==> src/rtl/barrier_controller.sv <==
// Game-side controller for the barrier sprite: spawns barriers after a
// randomised cooldown, resolves each barrier as a collision or a dodge,
// and keeps score and lives. Runs entirely on the pixel clock.
module barrier_controller #(
    parameter int COOLDOWN_MIN       = 30,
    parameter int COOLDOWN_RAND_BITS = 6,
    parameter int LIVES_INIT         = 3,
    parameter int ARMED_TIMEOUT      = 120,
    parameter int HIT_HOLD           = 60,
    parameter int SCORE_W            = 8
) (
    input  logic               i_clk,
    input  logic               i_rst,
    input  logic               i_v_sync,
    input  logic               i_start,
    input  logic               i_player_hit,
    input  logic               i_barrier_hit,
    input  logic               i_in_position,
    output logic               o_active,
    output logic               o_collision,
    output logic               o_dodged,
    output logic [SCORE_W-1:0] o_score,
    output logic [2:0]         o_lives,
    output logic               o_game_over,
    output logic [2:0]         o_state
);

    // Wide enough for the largest of cooldown max (93), timeout (120) and hold (60).
    localparam int CNT_W = 8;

    typedef enum logic [2:0] {
        ST_IDLE      = 3'd0,
        ST_COOLDOWN  = 3'd1,
        ST_APPROACH  = 3'd2,
        ST_ARMED     = 3'd3,
        ST_HOLD      = 3'd4,
        ST_GAME_OVER = 3'd5
    } state_t;

    state_t             state_q, state_d;
    logic [CNT_W-1:0]   cnt_q, cnt_d;
    logic [SCORE_W-1:0] score_q, score_d;
    logic [2:0]         lives_q, lives_d;
    logic               collision_q, collision_d;
    logic               dodged_q, dodged_d;
    logic               active_q;
    logic               vs_q;
    logic [15:0]        lfsr_q;

    logic               frame_tick;
    logic               lfsr_fb;
    logic [CNT_W-1:0]   cooldown_load;

    // vs_q resets high so a v_sync held high through reset is not seen as an edge.
    assign frame_tick    = i_v_sync & ~vs_q;
    assign lfsr_fb       = lfsr_q[15] ^ lfsr_q[13] ^ lfsr_q[12] ^ lfsr_q[10];
    assign cooldown_load = CNT_W'(COOLDOWN_MIN) + CNT_W'(lfsr_q[COOLDOWN_RAND_BITS-1:0]);

    // Next-state, counter, score/lives and pulse decisions.
    always_comb begin
        state_d     = state_q;
        cnt_d       = cnt_q;
        score_d     = score_q;
        lives_d     = lives_q;
        collision_d = 1'b0;
        dodged_d    = 1'b0;
        case (state_q)
            ST_IDLE, ST_GAME_OVER: begin
                if (i_start) begin
                    state_d = ST_COOLDOWN;
                    cnt_d   = cooldown_load;
                    score_d = '0;
                    lives_d = 3'(LIVES_INIT);
                end
            end
            ST_COOLDOWN: begin
                if (frame_tick) begin
                    if (cnt_q == '0) state_d = ST_APPROACH;
                    else             cnt_d   = cnt_q - 1'b1;
                end
            end
            ST_APPROACH: begin
                // Hit inputs are meaningless until the barrier is in position.
                if (i_in_position) begin
                    state_d = ST_ARMED;
                    cnt_d   = '0;
                end
            end
            ST_ARMED: begin
                if (i_player_hit && i_barrier_hit) begin
                    collision_d = 1'b1;
                    lives_d     = lives_q - 1'b1;
                    if (lives_q == 3'd1) begin
                        state_d = ST_GAME_OVER;
                    end else begin
                        state_d = ST_HOLD;
                        cnt_d   = CNT_W'(HIT_HOLD);
                    end
                end else if (!i_in_position ||
                             (frame_tick && (cnt_q == CNT_W'(ARMED_TIMEOUT - 1)))) begin
                    // Barrier fell away, or stayed up too long: either way the player survived.
                    dodged_d = 1'b1;
                    score_d  = (score_q == '1) ? score_q : score_q + 1'b1;
                    state_d  = ST_COOLDOWN;
                    cnt_d    = cooldown_load;
                end else if (frame_tick) begin
                    cnt_d = cnt_q + 1'b1;
                end
            end
            ST_HOLD: begin
                if (frame_tick) begin
                    if (cnt_q == '0) begin
                        state_d = ST_COOLDOWN;
                        cnt_d   = cooldown_load;
                    end else begin
                        cnt_d = cnt_q - 1'b1;
                    end
                end
            end
            default: state_d = ST_IDLE;
        endcase
    end

    // State, counters, registered outputs, v_sync edge detector and LFSR.
    always_ff @(posedge i_clk) begin
        if (i_rst) begin
            state_q     <= ST_IDLE;
            cnt_q       <= '0;
            score_q     <= '0;
            lives_q     <= 3'(LIVES_INIT);
            collision_q <= 1'b0;
            dodged_q    <= 1'b0;
            active_q    <= 1'b0;
            vs_q        <= 1'b1;
            lfsr_q      <= 16'hACE1;
        end else begin
            state_q     <= state_d;
            cnt_q       <= cnt_d;
            score_q     <= score_d;
            lives_q     <= lives_d;
            collision_q <= collision_d;
            dodged_q    <= dodged_d;
            // Registered from the next state so o_active tracks the state it belongs to.
            active_q    <= (state_d == ST_APPROACH) || (state_d == ST_ARMED);
            vs_q        <= i_v_sync;
            lfsr_q      <= {lfsr_q[14:0], lfsr_fb};
        end
    end

    assign o_active    = active_q;
    assign o_collision = collision_q;
    assign o_dodged    = dodged_q;
    assign o_score     = score_q;
    assign o_lives     = lives_q;
    assign o_game_over = (state_q == ST_GAME_OVER);
    assign o_state     = state_q;

endmodule

==> config.mk <==
export PLATFORM = sky130hd
export DESIGN_NAME = barrier_controller
export DESIGN_NICKNAME = d
export VERILOG_FILES = /design/src/rtl/barrier_controller.sv
export SDC_FILE = /design/constraint.sdc
export NUM_CORES = 1
export LEC_CHECK = 0
export CORE_ASPECT_RATIO = 0.6
export CORE_UTILIZATION = 53
export CTS_CLUSTER_DIAMETER = 100
export DETAILED_ROUTE_END_ITERATION = 8
export PLACE_DENSITY = 0.75
export SLEW_MARGIN = 20
export SYNTH_ARGS = -nofsm -noshare
export SYNTH_HDL_FRONTEND = slang
export SYNTH_SLANG_ARGS = --single-unit
==> constraint.sdc <==
create_clock -name i_clk -period 2.5 [get_ports i_clk]
set_input_delay 0.375 -clock i_clk [delete_from_list [all_inputs] [get_ports i_clk]]
set_output_delay 0.375 -clock i_clk [all_outputs]
set_load 0.02 [all_outputs]
==> results.md, run 1 <==
- Input/output buffers: 24
- EDFF count, synth: 0
- Max-cap viol count: 0
- Syn Area/Cell: approximately 8.3 um^2
- Num rows: 18
- Clock Sinks: 42
- Root Driver: clkbuf_8
- Final Cell Area: 2910 um^2
- H-tree depth: 2
- Outcome: finished clean
- Final Hold Vio Count: 0
- DP HPWL: 4710 um
- Most frequent cells in the layout: dfxtp_1 (41), nor2_1 (32), clkdlybuf4s50_1 (24)
- Width of the chip: 90.1 um
- Post-layout min period: 2380 ps
- First DRT Iteration DRCs: roughly 220
- Clock buffer depth: 2
- GP Congestion: a little under 1
- Slew Limit Fails: 0
- Vias per std cell: 6.01
- Clk_lat worst skew: 310 ps
- Core Util, Final: 68.0%
- Crit. End Element: register
- Leak: approximately 1.1 nW
- Die area: 4950 um^2
- DRC: 0
- Hold buffer count at CTS: 0
- Core area: 4280 um^2
- Clock skew: 10.4 ps
- Layout area overhead: 17.8%
- Drt total wl: 6290 um
- Largest net degree at the start of global routing: 35
- Period utilisation layout: 95.3%
- Async set or reset register ratio after synthesis: 0%
- DP Cell Count: about 380
- Synth cell types: 69
- CTS clk-pin slew, worst paths: 90 ps
- Initial antenna violation count: 0
- RSZ-0062 raised after global routing: false
- Worst EP required: 2690 ps
- Critical path class: register to register
- Primary FF master, synth: dfxtp_1
- Antenna diodes: 0
- PwrDens: 596 nW/um^2
- Nets: 343
- Register area share after synthesis: between 30% and 40%
- CTS buffer count: 5
- Worst Setup Start Kind: register
- Post-DRT Antenna Nets: 0
- Vert. Die Dim: 54.9 um
- CTS tree: built
- Max Fanout on Critical Path: 8
- Max rail drop VDD: 0.448 mV
- Net Count, Synth: ~310
- Mapped cell area: 2470 um^2
- Worst slew margin: 62.6%
- Grt ovf: 0
- Drt pass-1 iters: 7
- Setup_tns: 0 ps
- Placed cell areas: 2820 um^2
- Layout cells sized above 1: between 10% and 20%
- Post-Layout Cell Count: approximately 390
- FF+latch count, synth: between 40 and 50
- Commonest non-fill, non-tap cell in the layout: dfxtp_1
- Worst hold path type: register to register
- Overall Global Routing Usage: 26.6%
- Avg WL per Cell: around 16 um
- Max frequency: around 0.42 GHz
- Yosys warnings: 0
- First-pass GRT wire length: 9920 um
- Worst-margin pin slew: 558 ps
- WP data arrival: 2570 ps
- Mapped Cells: 296
- Finish-stage setup viols: 0
- Vias: 2349
- Vias in the first global route: 1993
- # IOs: 25
- Initial Util: between 50% and 60%
[flip-flops by register name, indices dropped and copies added, names as in the netlist]
register     flops
vs_q             1
o_dodged         1
cnt_q            8
o_collision      1
o_lives          3
o_active         1
o_score          8
o_state          3
lfsr_q          16
[where the power goes]
part	internal (W)	switching, W
combinational	0.000220	0.000275
sequential	0.000718	0.0000603
clock	0.000200	0.000261
[routing by layer]
metal | routed length, um | vias up | GRT usage [%]
li1 | - | 1124 | -
met1 | 2870 | 1066 | 35.8
met5 | 0 | - | 0
met3 | 750 | 24 | 9.44
met2 | 2560 | 135 | 40.6
met4 | 112 | 0 | 7.26
[metrics by stage]
step,worst slack [ps],hold WS (ps),power (W)
2_1_floorplan,209,389,0.00115
3_3_place_gp,120,391,0.00126
3_5_place_dp,86.5,393,0.00127
4_1_cts,102,416,0.00172
5_1_grt,6.50,437,0.00181
6_report,117,416,0.00173
[worst max-delay path, cell delays in order, from the launching register on]
cell     delay [ps]
dfxtp_2         370
inv_1            90
ha_1            210
or3b_2          560
o21ba_4         310
nor2_8          140
o21ai_0         140
o41ai_2         340
a21oi_1          90
[synthesized netlist by cell type (5+ instances only)]
| library cell | n | area share, % |
|---|---|---|
| clkbuf_1 | 5 | 0.76 |
| nand3_1 | 15 | 3.0 |
| or2_2 | 9 | 2.3 |
| ha_1 | 6 | 3.0 |
| nand2_1 | 22 | 3.3 |
| nor3_1 | 5 | 1.0 |
| dfxtp_1 | 42 | 34 |
| xor2_1 | 13 | 4.6 |
| nor2b_1 | 12 | 3.0 |
| a21oi_1 | 17 | 3.4 |
| nor2_1 | 32 | 4.9 |
| inv_1 | 13 | 2.0 |
| buf_2 | 5 | 1.0 |
| o21ai_0 | 16 | 3.2 |
[what timing repair did]
action / CTS / global route
setup endpoints to repair: 0 / 4
hold endpoints to repair: 0 / 0
setup buffers: 0 / 0
resized for setup: 0 / 1
[logic make-up after synthesis]
family / after synthesis / share of synthesized area (%)
buf+inv: 29 / 6.54
fa+ha+maj: 6 / 3.04
mux: 2 / 0.811
compound gates: 74 / 22.2
xor+xnor: 15 / 5.32
simple gates: 128 / 28.0
flops: 42 / 34.0
[worst paths after layout]
| kind | from | to | slack (ps) | cells past startpoint |
|---|---|---|---|---|
| worst min-delay path | lfsr_q[6] | lfsr_q[7] | 420 | 1 |
| worst max register to register | cnt_q[0] | cnt_q[5] | 120 | 8 |
| worst max-delay path | cnt_q[0] | cnt_q[5] | 120 | 8 |
| worst min register to register | lfsr_q[6] | lfsr_q[7] | 420 | 1 |
[final cells by class]
type | instances | area (um^2)
tap | 60 | 75.1
fill | 358 | 1370
clock buffer | 5 | 68.8
clock inverter | 3 | 23.8
multi-input combinational | 225 | 1470
sequential | 42 | 842
timing repair buffer | 43 | 383
inverter | 13 | 48.8
Power figures use the tool's default switching activity.
==> run 2, diff against run 1 <==
- CORE_UTILIZATION: 53 -> 50
- PLACE_DENSITY: 0.75 -> 0.71
==> results.md, run 2 (synthesis gave the netlist of run 1 again) <==
- Outcome: finished clean
- Critical Path Stages: 8
- Comb pwr share: between 20% and 30%
- Die area: between 5000 and 6000 um^2
- Setup_tns: 0 ps
- Max Fanout on Critical Path: 7
- First DRT Iteration DRCs: 297
- Post-cts sizing count: 0
- Sequential Power Share: between 40% and 50%
- Buf/Inv on CP: 1
- Top reg by flops: lfsr_q
- Number of flip-flops in the largest register: 16
- DRC: 0
- Crit path max-delay family: compound AO/OA/AOI/OAI gates
- Slew Limit Fails: 0
- Critical R2R Launch: cnt_q[0]
- Vias in the first global route: 2174
- Max rail drop VDD: 0.445 mV
- Grt ovf: 0
- # IOs: 25
- Vias: 2372
- Clock power frac: 26.8%
- Post-layout min period: 2330 ps
- Switching Fraction: approximately a third
- Largest net degree at the start of global routing: 16
- Min-delay src: lfsr_q[9]
- Worst-margin pin slew: between 700 and 800 ps
- Layout area overhead: 18.5%
- Max-cap viol count: 0
- Initial Util: 53.0%
- H-tree depth: 2
- Clock buffer depth: 2
- Setup crit start: cnt_q[0]
- Postcts setup bufs: 0
- Worst Setup Start Kind: register
- Number of cells on the worst hold path: 1
- Leak: approximately 1.1 nW
- Most frequent cells in the layout: dfxtp_1 (41), nor2_1 (32), clkdlybuf4s50_1 (24)
- Vias per std cell: 5.99
- Nets: 345
- Drt total wl: between 6000 and 7000 um
- Core area: about 4700 um^2
- Drt pass-1 iters: 5
- Num rows: 19
- Overall Global Routing Usage: ~28%
- Post-DRT Antenna Nets: 0
- Root Driver: clkbuf_8
- Clk_lat worst skew: 310 ps
- First-pass GRT wire length: 11000 um
- Vert. Die Dim: 56.4 um
- Initial antenna violation count: 0
- CTS tree: built
- Worst EP required: 2690 ps
- DP HPWL: 4960 um
- Max frequency: about 0.43 GHz
- CP cell instances: inv_1, ha_1, or3b_2, o21ba_4, nor2_8, o2111ai_1, o41ai_2, a21oi_1
- Pint: 0.00114 W
- Final Hold Vio Count: 0
- Switching pwr: 0.000599 W
- Hold buffer count at CTS: 0
- Worst slew margin: about half
- Commonest non-fill, non-tap cell in the layout: dfxtp_1
- Avg WL per Cell: 16.7 um
- RSZ-0062 raised after global routing: false
- PwrDens: 593 nW/um^2
- Clock skew: 3.70 ps
- Input/output buffers: 24
- Crit-path slowest cell: or3b_2
- Width of the chip: 92.7 um
- Crit. End Element: register
- R2R cell count: 8
- Layout cells sized above 1: 18.3%
- CTS clk-pin slew, worst paths: 90 ps
- Clock Sinks: 42
- Antenna diodes: 0
- Core Util, Final: between 60% and 70%
- GP Congestion: 0.946
- Critical path class: register to register
- CTS buffer count: 5
- Finish-stage setup viols: 0
- Period utilisation layout: between 90% and 100%
- Largest stage delay, worst path: 570 ps
- Worst hold path type: register to register
- WP data arrival: 2530 ps
## run 2: cell types whose count changed in the layout (fill, tap and decap cells not counted), sizes merged
cell,delta
buf,+2
## run 2: path summary, 6_finish.rpt
| check | endpoint | slack, ps |
|---|---|---|
| max | cnt_q[5] | 170 |
| min | lfsr_q[10] | 410 |
| max reg2reg | cnt_q[5] | 170 |
| min reg2reg | lfsr_q[10] | 410 |
## run 2: power by group through the flow
stage / Sequential, W / Combinational (W) / Clock (W)
finish: 0.000764 / 0.000508 / 0.000465
CTS: 0.000761 / 0.000497 / 0.000475
global placement: 0.000776 / 0.000486 / 0
detailed placement: 0.000776 / 0.000492 / 0
global route: 0.000771 / 0.000554 / 0.000496
floorplan: 0.000765 / 0.000381 / 0
## run 2: final cells by class
type	count	area (um^2)
clock buffer	5	68.8
sequential	42	842
clock inverter	3	23.8
timing repair buffer	45	398
tap	63	78.8
fill	423	1730
multi-input combinational	225	1470
inverter	13	48.8
## run 2: per-stage QoR
| step | total power, W | hold slack (ps) | worst slack, ps | std cells | instance area [um^2] |
|---|---|---|---|---|---|
| 3_5_place_dp | 0.00127 | 394 | 113 | 388 | 2830 |
| 6_report | 0.00174 | 414 | 165 | 396 | 2930 |
| 2_1_floorplan | 0.00115 | 389 | 209 | 296 | 2470 |
| 3_3_place_gp | 0.00126 | 392 | 162 | 388 | 2830 |
| 5_1_grt | 0.00182 | 428 | 83.4 | 396 | 2930 |
| 4_1_cts | 0.00173 | 415 | 96.9 | 396 | 2930 |
## run 2: worst reg2reg max path: stages (launching register included)
cell,delay [ps]
dfxtp_1,320
inv_1,70
ha_1,190
or3b_2,570
o21ba_4,320
nor2_8,150
o2111ai_1,190
o41ai_2,320
a21oi_1,90
## run 2: metal layers
| metal | vias up | routed length, um | GRT usage [%] |
|---|---|---|---|
| li1 | 1128 | - | - |
| met5 | - | 0 | 0 |
| met1 | 1116 | 3300 | 41.7 |
| met4 | 0 | 106 | 8.79 |
| met3 | 11 | 552 | 5.56 |
| met2 | 117 | 2630 | 38.7 |
==> run 3, diff against run 2 <==
- CTS_BUF_LIST: default -> sky130_fd_sc_hd__clkbuf_4
==> results.md, run 3 (synthesis gave the netlist of run 1 again) <==
- Outcome: finished clean
- Worst-margin pin slew: 711 ps
- Sequential Power Share: 46.8%
- Most frequent cells in the layout: dfxtp_1 (41), nor2_1 (32), clkdlybuf4s50_1 (24)
- Final Hold Vio Count: 0
- Clk_lat worst skew: 360 ps
- Crit path max-delay family: compound AO/OA/AOI/OAI gates
- Vias: approximately 2.3k
- Die area: 5230 um^2
- Worst EP required: 2760 ps
- Input/output buffers: 24
- DP HPWL: 4960 um
- Vias in the first global route: about 2.2k
- Crit. End Element: register
- Worst slew margin: a little over half
- Number of cells on the worst hold path: 1
- Slew Limit Fails: 0
- Clock power frac: around 22%
- R2R cell count: 8
- Clock Sinks: 42
- Switching Fraction: 35.6%
- Vias per std cell: 5.93
- PwrDens: around 560 nW/um^2
- RSZ-0062 raised after global routing: false
- Commonest non-fill, non-tap cell in the layout: dfxtp_1
- Comb pwr share: 31.0%
- Post-layout min period: roughly 2300 ps
- Layout area overhead: 17.3%
- Buf/Inv on CP: 1
- Nets: around 350
- H-tree depth: 2
- Initial Util: 53.0%
- Period utilisation layout: between 90% and 100%
- Root Driver: clkbuf_4
- Num rows: 19
- Top reg by flops: lfsr_q
- Antenna diodes: 0
- Avg WL per Cell: approximately 17 um
- Max frequency: 0.430 GHz
- Worst hold path type: register to register
- Switching pwr: 0.000581 W
- First-pass GRT wire length: 11200 um
- First DRT Iteration DRCs: 254
- Setup_tns: 0 ps
- Number of flip-flops in the largest register: 16
- Grt ovf: 0
- Worst hold slack: 425 ps
- DRC: 0
- Critical path class: register to register
- Critical Path Stages: 8
- Clock skew: about 6.8 ps
- CTS tree: built
- Postcts setup bufs: 0
- Leak: ~1.1 nW
- Largest stage delay, worst path: 560 ps
- Finish-stage setup viols: 0
- Overall Global Routing Usage: 27.6%
- Worst Setup Start Kind: register
- Clock buffer depth: 2
- Core Util, Final: 62.2%
- Pint: 0.00105 W
- Vert. Die Dim: between 50 and 60 um
- Layout cells sized above 1: between 10% and 20%
- GP Congestion: 0.946
- Max Fanout on Critical Path: 7
- CP cell instances: inv_1, ha_1, or3b_2, o21ba_4, nor2_8, o2111ai_1, o41ai_2, a21oi_1
- Post-DRT Antenna Nets: 0
- Drt pass-1 iters: 5
- CTS buffer count: 5
- Width of the chip: 92.7 um
- # IOs: 25
- Max rail drop VDD: between 0.4 and 0.5 mV
- Final Cell Area: 2900 um^2
- Core area: 4660 um^2
- Initial antenna violation count: 0
- Largest net degree at the start of global routing: 16
- Crit-path slowest cell: or3b_2
- Max-cap viol count: 0
- CTS clk-pin slew, worst paths: approximately 140 ps
- Placed cell areas: between 2000 and 3000 um^2
- Drt total wl: 6560 um
- WP data arrival: 2590 ps
-- run 3: worst paths after layout --
kind / startpoint / end / slack (ps)
hold reg to reg: lfsr_q[9] / lfsr_q[10] / 420
setup reg to reg: cnt_q[0] / cnt_q[5] / 170
setup / recovery: cnt_q[0] / cnt_q[5] / 170
hold / removal: lfsr_q[9] / lfsr_q[10] / 420
-- run 3: power by group through the flow --
stage          registers, W  clock network [W]  logic [W]
6_report           0.000763           0.000362   0.000507
5_1_grt            0.000772           0.000396   0.000555
3_5_place_dp       0.000776                  0   0.000492
2_1_floorplan      0.000765                  0   0.000381
4_1_cts            0.000762           0.000371   0.000497
3_3_place_gp       0.000776                  0   0.000486
-- run 3: metal layers --
| layer | GRT usage [%] | wire length, um |
|---|---|---|
| met1 | 42.6 | 3280 |
| met2 | 39.3 | 2660 |
| met3 | 5.15 | 550 |
| met4 | 6.37 | 66 |
| met5 | 0 | 0 |
-- run 3: through the flow --
stage	setup WS [ps]	cells	total power (W)
finish	172	396	0.00163
global route	74.1	396	0.00172
CTS	27.3	396	0.00163
detailed placement	113	388	0.00127
global placement	162	388	0.00126
floorplan	209	296	0.00115
-- run 3: timing repair --
| action | CTS | global route |
|---|---|---|
| endpoints found under the setup margin | 0 | 1 |
| hold buffers | 0 | 0 |
| resized for setup | 0 | 1 |
-- run 3: layout make-up --
class	instances	area, um^2
inverters	13	48.8
fillers	431	1760
clock inverters	3	23.8
multi-input cells	225	1470
clock buffers	5	37.5
flip-flops and latches	42	842
repair buffers	45	398
well taps	63	78.8
